[config.mk]
export PLATFORM = sky130hd
export DESIGN_NAME = jpeg_rle_stream
export DESIGN_NICKNAME = d
export VERILOG_FILES = /design/src/rtl/jpeg_pkg.sv /design/src/rtl/jpeg_sym_reg.sv /design/src/rtl/jpeg_rle_stream.sv
export SDC_FILE = /design/constraint.sdc
export NUM_CORES = 1
export LEC_CHECK = 0
export CAP_MARGIN = 20
export CORE_MARGIN = 2
export CORE_UTILIZATION = 51
export CTS_CLUSTER_DIAMETER = 120
export CTS_CLUSTER_SIZE = 24
export DETAILED_ROUTE_END_ITERATION = 8
export PLACE_DENSITY = 0.88
export SLEW_MARGIN = 20
export SYNTH_ARGS = -nofsm -noshare
export SYNTH_HDL_FRONTEND = slang
export SYNTH_SLANG_ARGS = --single-unit
[constraint.sdc]
create_clock -name clk -period 6.35 [get_ports clk]
set_clock_uncertainty 0.1 [all_clocks]
set_input_delay 1.905 -clock clk [delete_from_list [all_inputs] [get_ports clk]]
set_output_delay 1.905 -clock clk [all_outputs]
set_load 0.02 [all_outputs]
[src/rtl/jpeg_pkg.sv]
// Shared definitions for the JPEG run-length stage and its neighbours.
//   ZRL_RUN / EOB_RUN   : run field carried by ZRL (15,0) and EOB (0,0) symbols
//   BLOCK_LEN_DEFAULT   : coefficients per 8x8 block
//   sym_t               : one symbol at the default field widths
//   state_t             : encoder control states
package jpeg_pkg;

  localparam int unsigned ZRL_RUN           = 15;
  localparam int unsigned EOB_RUN           = 0;
  localparam int unsigned BLOCK_LEN_DEFAULT = 64;
  localparam int unsigned RUN_W_DEFAULT     = 6;
  localparam int unsigned DATA_W_DEFAULT    = 8;

  typedef struct packed {
    logic [RUN_W_DEFAULT-1:0]  run;
    logic [DATA_W_DEFAULT-1:0] value;
    logic                      eob;
    logic                      last;
  } sym_t;

  typedef enum logic [1:0] {
    ST_RUN = 2'd0,
    ST_ZRL = 2'd1,
    ST_EOB = 2'd2
  } state_t;

endpackage

[src/rtl/jpeg_sym_reg.sv]
// Single-entry valid/ready holding register.
//   clk, rst_n : clock, synchronous active-low reset
//   load       : write load_data into the slot (caller guarantees !valid || ready)
//   load_data  : word to hold
//   valid/data : slot contents, stable while valid && !ready
//   ready      : downstream accepts the held word
module jpeg_sym_reg #(
  parameter int unsigned W = 16
) (
  input  logic         clk,
  input  logic         rst_n,
  input  logic         load,
  input  logic [W-1:0] load_data,
  output logic         valid,
  output logic [W-1:0] data,
  input  logic         ready
);

  always_ff @(posedge clk) begin
    if (!rst_n) begin
      valid <= 1'b0;
      data  <= '0;
    end else if (load) begin
      valid <= 1'b1;
      data  <= load_data;
    end else if (ready) begin
      valid <= 1'b0;
    end
  end

endmodule

[src/rtl/jpeg_rle_stream.sv]
// Streaming run-length encoder for one zig-zag ordered coefficient block.
//   in_valid/in_ready/in_data    : one coefficient per handshake
//   out_valid/out_ready          : symbol handshake
//   out_run/out_value            : zero-run and non-zero value (value 0 for ZRL/EOB)
//   out_eob/out_last             : symbol is EOB / symbol closes the block
//   blk_done                     : high in the cycle the out_last symbol handshakes
module jpeg_rle_stream
  import jpeg_pkg::*;
#(
  parameter int unsigned DATA_W    = 8,
  parameter int unsigned BLOCK_LEN = 64,
  parameter int unsigned RUN_W     = 6,
  parameter bit          ZRL_EN    = 1'b0,
  parameter bit          EOB_EN    = 1'b1
) (
  input  logic              clk,
  input  logic              rst_n,
  input  logic              in_valid,
  output logic              in_ready,
  input  logic [DATA_W-1:0] in_data,
  output logic              out_valid,
  input  logic              out_ready,
  output logic [RUN_W-1:0]  out_run,
  output logic [DATA_W-1:0] out_value,
  output logic              out_eob,
  output logic              out_last,
  output logic              blk_done
);

  localparam int unsigned IDX_W = (BLOCK_LEN > 1) ? $clog2(BLOCK_LEN) : 1;
  localparam int unsigned SYM_W = RUN_W + DATA_W + 2;
  localparam logic [RUN_W-1:0] ZRL_R   = RUN_W'(ZRL_RUN);
  localparam logic [RUN_W-1:0] EOB_R   = RUN_W'(EOB_RUN);
  localparam logic [RUN_W-1:0] SIXTEEN = RUN_W'(16);
  localparam logic [IDX_W-1:0] IDX_END = IDX_W'(BLOCK_LEN - 1);

  state_t              state_q, state_d;
  logic [RUN_W-1:0]    run_q, run_d;
  logic [IDX_W-1:0]    idx_q, idx_d;
  logic [DATA_W-1:0]   val_q, val_d;
  logic                lastp_q, lastp_d;

  logic                slot_free, is_last;
  logic                load, ld_eob, ld_last;
  logic [RUN_W-1:0]    ld_run;
  logic [DATA_W-1:0]   ld_val;
  logic [SYM_W-1:0]    sym_in, sym_out;

  assign slot_free = !out_valid || out_ready;
  assign is_last   = (idx_q == IDX_END);

  always_ff @(posedge clk) begin
    if (!rst_n) begin
      state_q <= ST_RUN;
      run_q   <= '0;
      idx_q   <= '0;
      val_q   <= '0;
      lastp_q <= 1'b0;
    end else begin
      state_q <= state_d;
      run_q   <= run_d;
      idx_q   <= idx_d;
      val_q   <= val_d;
      lastp_q <= lastp_d;
    end
  end

  // With EOB_EN=0 a closing zero can only be accepted once the slot has been
  // released, so there is never a held symbol left to mark as last.
  always_comb begin
    state_d  = state_q;
    run_d    = run_q;
    idx_d    = idx_q;
    val_d    = val_q;
    lastp_d  = lastp_q;
    in_ready = 1'b0;
    load     = 1'b0;
    ld_run   = '0;
    ld_val   = '0;
    ld_eob   = 1'b0;
    ld_last  = 1'b0;
    case (state_q)
      ST_RUN: begin
        in_ready = slot_free;
        if (in_valid && slot_free) begin
          idx_d = is_last ? '0 : idx_q + 1'b1;
          if (in_data == '0) begin
            if (is_last) begin
              run_d = '0;
              if (EOB_EN) state_d = ST_EOB;
            end else begin
              run_d = run_q + 1'b1;
            end
          end else if (ZRL_EN && run_q >= SIXTEEN) begin
            // Park the value; it is emitted after the remaining ZRLs.
            val_d   = in_data;
            lastp_d = is_last;
            load    = 1'b1;
            ld_run  = ZRL_R;
            run_d   = run_q - SIXTEEN;
            state_d = ST_ZRL;
          end else begin
            load    = 1'b1;
            ld_run  = run_q;
            ld_val  = in_data;
            ld_last = is_last;
            run_d   = '0;
          end
        end
      end
      ST_ZRL: begin
        if (slot_free) begin
          load = 1'b1;
          if (run_q >= SIXTEEN) begin
            ld_run = ZRL_R;
            run_d  = run_q - SIXTEEN;
          end else begin
            ld_run  = run_q;
            ld_val  = val_q;
            ld_last = lastp_q;
            run_d   = '0;
            state_d = ST_RUN;
          end
        end
      end
      ST_EOB: begin
        if (slot_free) begin
          load    = 1'b1;
          ld_run  = EOB_R;
          ld_eob  = 1'b1;
          ld_last = 1'b1;
          state_d = ST_RUN;
        end
      end
      default: state_d = ST_RUN;
    endcase
  end

  assign sym_in = {ld_eob, ld_last, ld_run, ld_val};

  jpeg_sym_reg #(.W(SYM_W)) u_sym_reg (
    .clk       (clk),
    .rst_n     (rst_n),
    .load      (load),
    .load_data (sym_in),
    .valid     (out_valid),
    .data      (sym_out),
    .ready     (out_ready)
  );

  assign {out_eob, out_last, out_run, out_value} = sym_out;
  assign blk_done = out_valid && out_ready && out_last;

endmodule

==> flow_metrics.tcl <==
set metrics [dict create \
    ir_worst_vdd_uv 194 \
    yosysUniqueCellTypes 34 \
    syn_inst 126 \
    avgRoutedWirePerCell_um 14.3 \
    dpl.hpwl_um 1900 \
    final_net_count 172 \
    routed-via-count 1079 \
    cts_buffer_depth 2 \
    whs_ns 0.382 \
    synth_common_cells "dfxtp_1, a21oi_1, a22o_1" \
    wl_um 2660 \
    netlist_top_cells_area "dfxtp_1, a22o_1, a21oi_1, nand2_1, a221oi_4" \
    drtPass1Iterations 4 \
    ys_warn_count 0 \
    grt-ovfl-total 0 \
    root_buffer "clkbuf_4" \
    synth_most_common_cell "dfxtp_1" \
    seqPwrFrac_pct 49.8 \
    cts-resized-gates 0 \
    synthArstFlopShare_pct 0 \
    slew_headroom_pct 57.0 \
    syn_nets 140 \
    grt_pass1_vias 1046 \
    worst_slack_ns 1.13 \
    hold_violations 0 \
    rsz0062_at_grt "false" \
    gp_routability_congestion 0.806 \
    die_area_um2 2800 \
    synth_edf_count 0 \
    fmax_mhz 192 \
    numCtsBuffers 5 \
    p_switching_mw 0.0913 \
    coreArea_um2 2230 \
    post-route-min-period_ns 5.22 \
    criticalPathCategory "input port to output pin" \
    synth_top_area_share_pct 49.1 \
    leakage_nw 0.576 \
    dieHeight_um 53.0 \
    grt_max_degree 15 \
    ys_ff_latch 30 \
    cts_tree "done" \
    antenna_found_initial 0 \
    post_drt_via_cell_ratio 5.80 \
    io_pins 31 \
    arrival_ns 3.21 \
    r2r_slack_ns 4.25 \
    status "finished clean" \
    power_density_nw_per_um2 247 \
    clk_pin_slew_ns 0.09 \
    postRouteAntennaNets 0 \
    dpl-instance-area_um2 1530 \
    grt_pass1_wl_um 4490 \
    swShare_pct 22.9 \
    drive_gt1_share_pct 6.33 \
    pwr-share-comb_pct 11.1 \
    final_area_um2 1610 \
    total_power_mw 0.398 \
    port_buffers 30 \
    multi_input_area_um2 591 \
    internal-power_mw 0.307 \
    grtUsageTotal_pct 23.0 \
    drc 0 \
    seq_area_frac_synth_pct 49.1 \
    dieWidth_um 53.0 \
    ys.flop_type "dfxtp_1" \
    setup_viol 0 \
    hold_path.class "flip-flop to flip-flop" \
    clk_latency_ns 0.33 \
    drv_slew 0 \
    drt_iter0_drc 12 \
    pre_cts_ws_ns 1.13 \
    area.growth.synth_to_final_pct 31.8 \
    final.fill_count 175 \
    num_rows 17 \
    fin_setup_tns_ns 0 \
    synth_top_area_cell "dfxtp_1" \
    drv_cap 0 \
    initial_core_util_pct 54.7 \
    worst_setup_path_start_kind "input port" \
    fin_crit_sh_pct 82.2 \
    syn_area_um2 1220 \
    htree_levels 2 \
    critical_path_required_ns 4.35 \
    ctsHoldBuffers 0 \
    worstMarginPinSlew_ns 0.640 \
    diodes 0 \
    synth.avg_cell_area_um2 9.70 \
    clkSinkCount 30 \
    cts_setup_buffers 0 \
    seqCellArea_um2 601 \
    crit_fanout 3 \
    timing.critical_path.to_type "output pin" \
    power_frac_clock_pct 39.0 \
]
## placed cells by master (no fill, tap or decap)
| master | Yosys | routed |
|---|---|---|
| and2_1 | 2 | 2 |
| o31ai_1 | 1 | 1 |
| or4_1 | 2 | 2 |
| nor3_1 | 2 | 2 |
| nand3b_1 | 1 | 1 |
| xor2_1 | 2 | 2 |
| nand3_1 | 4 | 4 |
| and3_1 | 4 | 4 |
| clkbuf_8 | 0 | 1 |
| o211ai_1 | 1 | 1 |
| a211o_1 | 1 | 1 |
| clkdlybuf4s50_1 | 0 | 30 |
| nand2b_1 | 2 | 2 |
| o21ai_0 | 3 | 3 |
| bufinv_16 | 0 | 1 |
| clkbuf_4 | 0 | 5 |
| a221oi_4 | 1 | 1 |
| nand2_1 | 11 | 11 |
| inv_1 | 1 | 1 |
| or3_1 | 4 | 4 |
| nand4_1 | 2 | 2 |
| a21oi_1 | 14 | 14 |
| xnor2_1 | 1 | 1 |
| nor2_1 | 6 | 6 |
| a22o_1 | 14 | 14 |
| or2_4 | 1 | 1 |
| nor2b_1 | 2 | 2 |
| o21ai_1 | 1 | 1 |
| or4_4 | 1 | 1 |
| nor3b_1 | 1 | 1 |
| nand4b_1 | 1 | 1 |
| ha_1 | 2 | 2 |
| a311oi_1 | 1 | 1 |
| a211oi_1 | 2 | 2 |
| dfxtp_1 | 30 | 30 |
## flip-flops by register name (all words and copies together) (netlist names)
| name | count |
|---|---|
| idx_q | 6 |
| run_q | 6 |
| state_q | 1 |
| u_sym_reg.data | 16 |
| u_sym_reg.valid | 1 |
## routing by layer
layer	GRT usage (%)	part of all wire, %	vias to the layer above
met5	0	0	-
met4	8.97	1.7	0
met3	11.3	8.2	5
met2	38.5	49	45
met1	24.7	41	498
li1	-	-	531
## path summary, 6_finish.rpt
check                                        from                 to  depth (start not counted)
worst max register to register         state_q[1]  u_sym_reg.data[8]                          4
worst min register to register  u_sym_reg.data[6]  u_sym_reg.data[6]                          1
worst min-delay path            u_sym_reg.data[6]  u_sym_reg.data[6]                          1
worst max-delay path                    out_ready           in_ready                          4
## logic make-up (layout without fill, tap and decap cells)
family / count (synthesis) / count (layout) / share of synthesized area [%]
flip-flops: 30 / 30 / 49.1
XOR/XNOR: 3 / 3 / 2.15
AO/OA/AOI/OAI: 39 / 39 / 23.4
AND/OR/NAND/NOR: 46 / 46 / 20.7
buffers and inverters: 6 / 38 / 2.56
adder cells (fa/ha/maj): 2 / 2 / 2.05
## cell type report
type                       instances  area share [%]
clock buffer                       6            3.18
clock inverter                     1            1.86
timing repair buffer              30            18.6
tap                               28            2.17
multi-input combinational         90            36.6
sequential                        30            37.3
inverter                           1           0.233
## metrics by stage
stage,std cells,util [%]
4_1_cts,186,72.2
3_5_place_dp,179,68.5
3_3_place_gp,179,68.5
6_report,186,72.2
5_1_grt,186,72.2
2_1_floorplan,126,-
## worst max-delay path: stages
cell	delay [ns]
clkdlybuf4s50_1	0.49
nor2b_1	0.06
nor2_1	0.13
clkdlybuf4s50_1	0.62
## power by group through the flow
stage	logic, mW	registers, mW	clock network (mW)
final	0.0443	0.198	0.155
after global routing	0.0483	0.199	0.165
after CTS	0.0445	0.198	0.157
after detailed placement	0.0441	0.203	0
after global placement	0.0430	0.203	0
after floorplan	0.0194	0.208	0
Power figures use the tool's default switching activity.
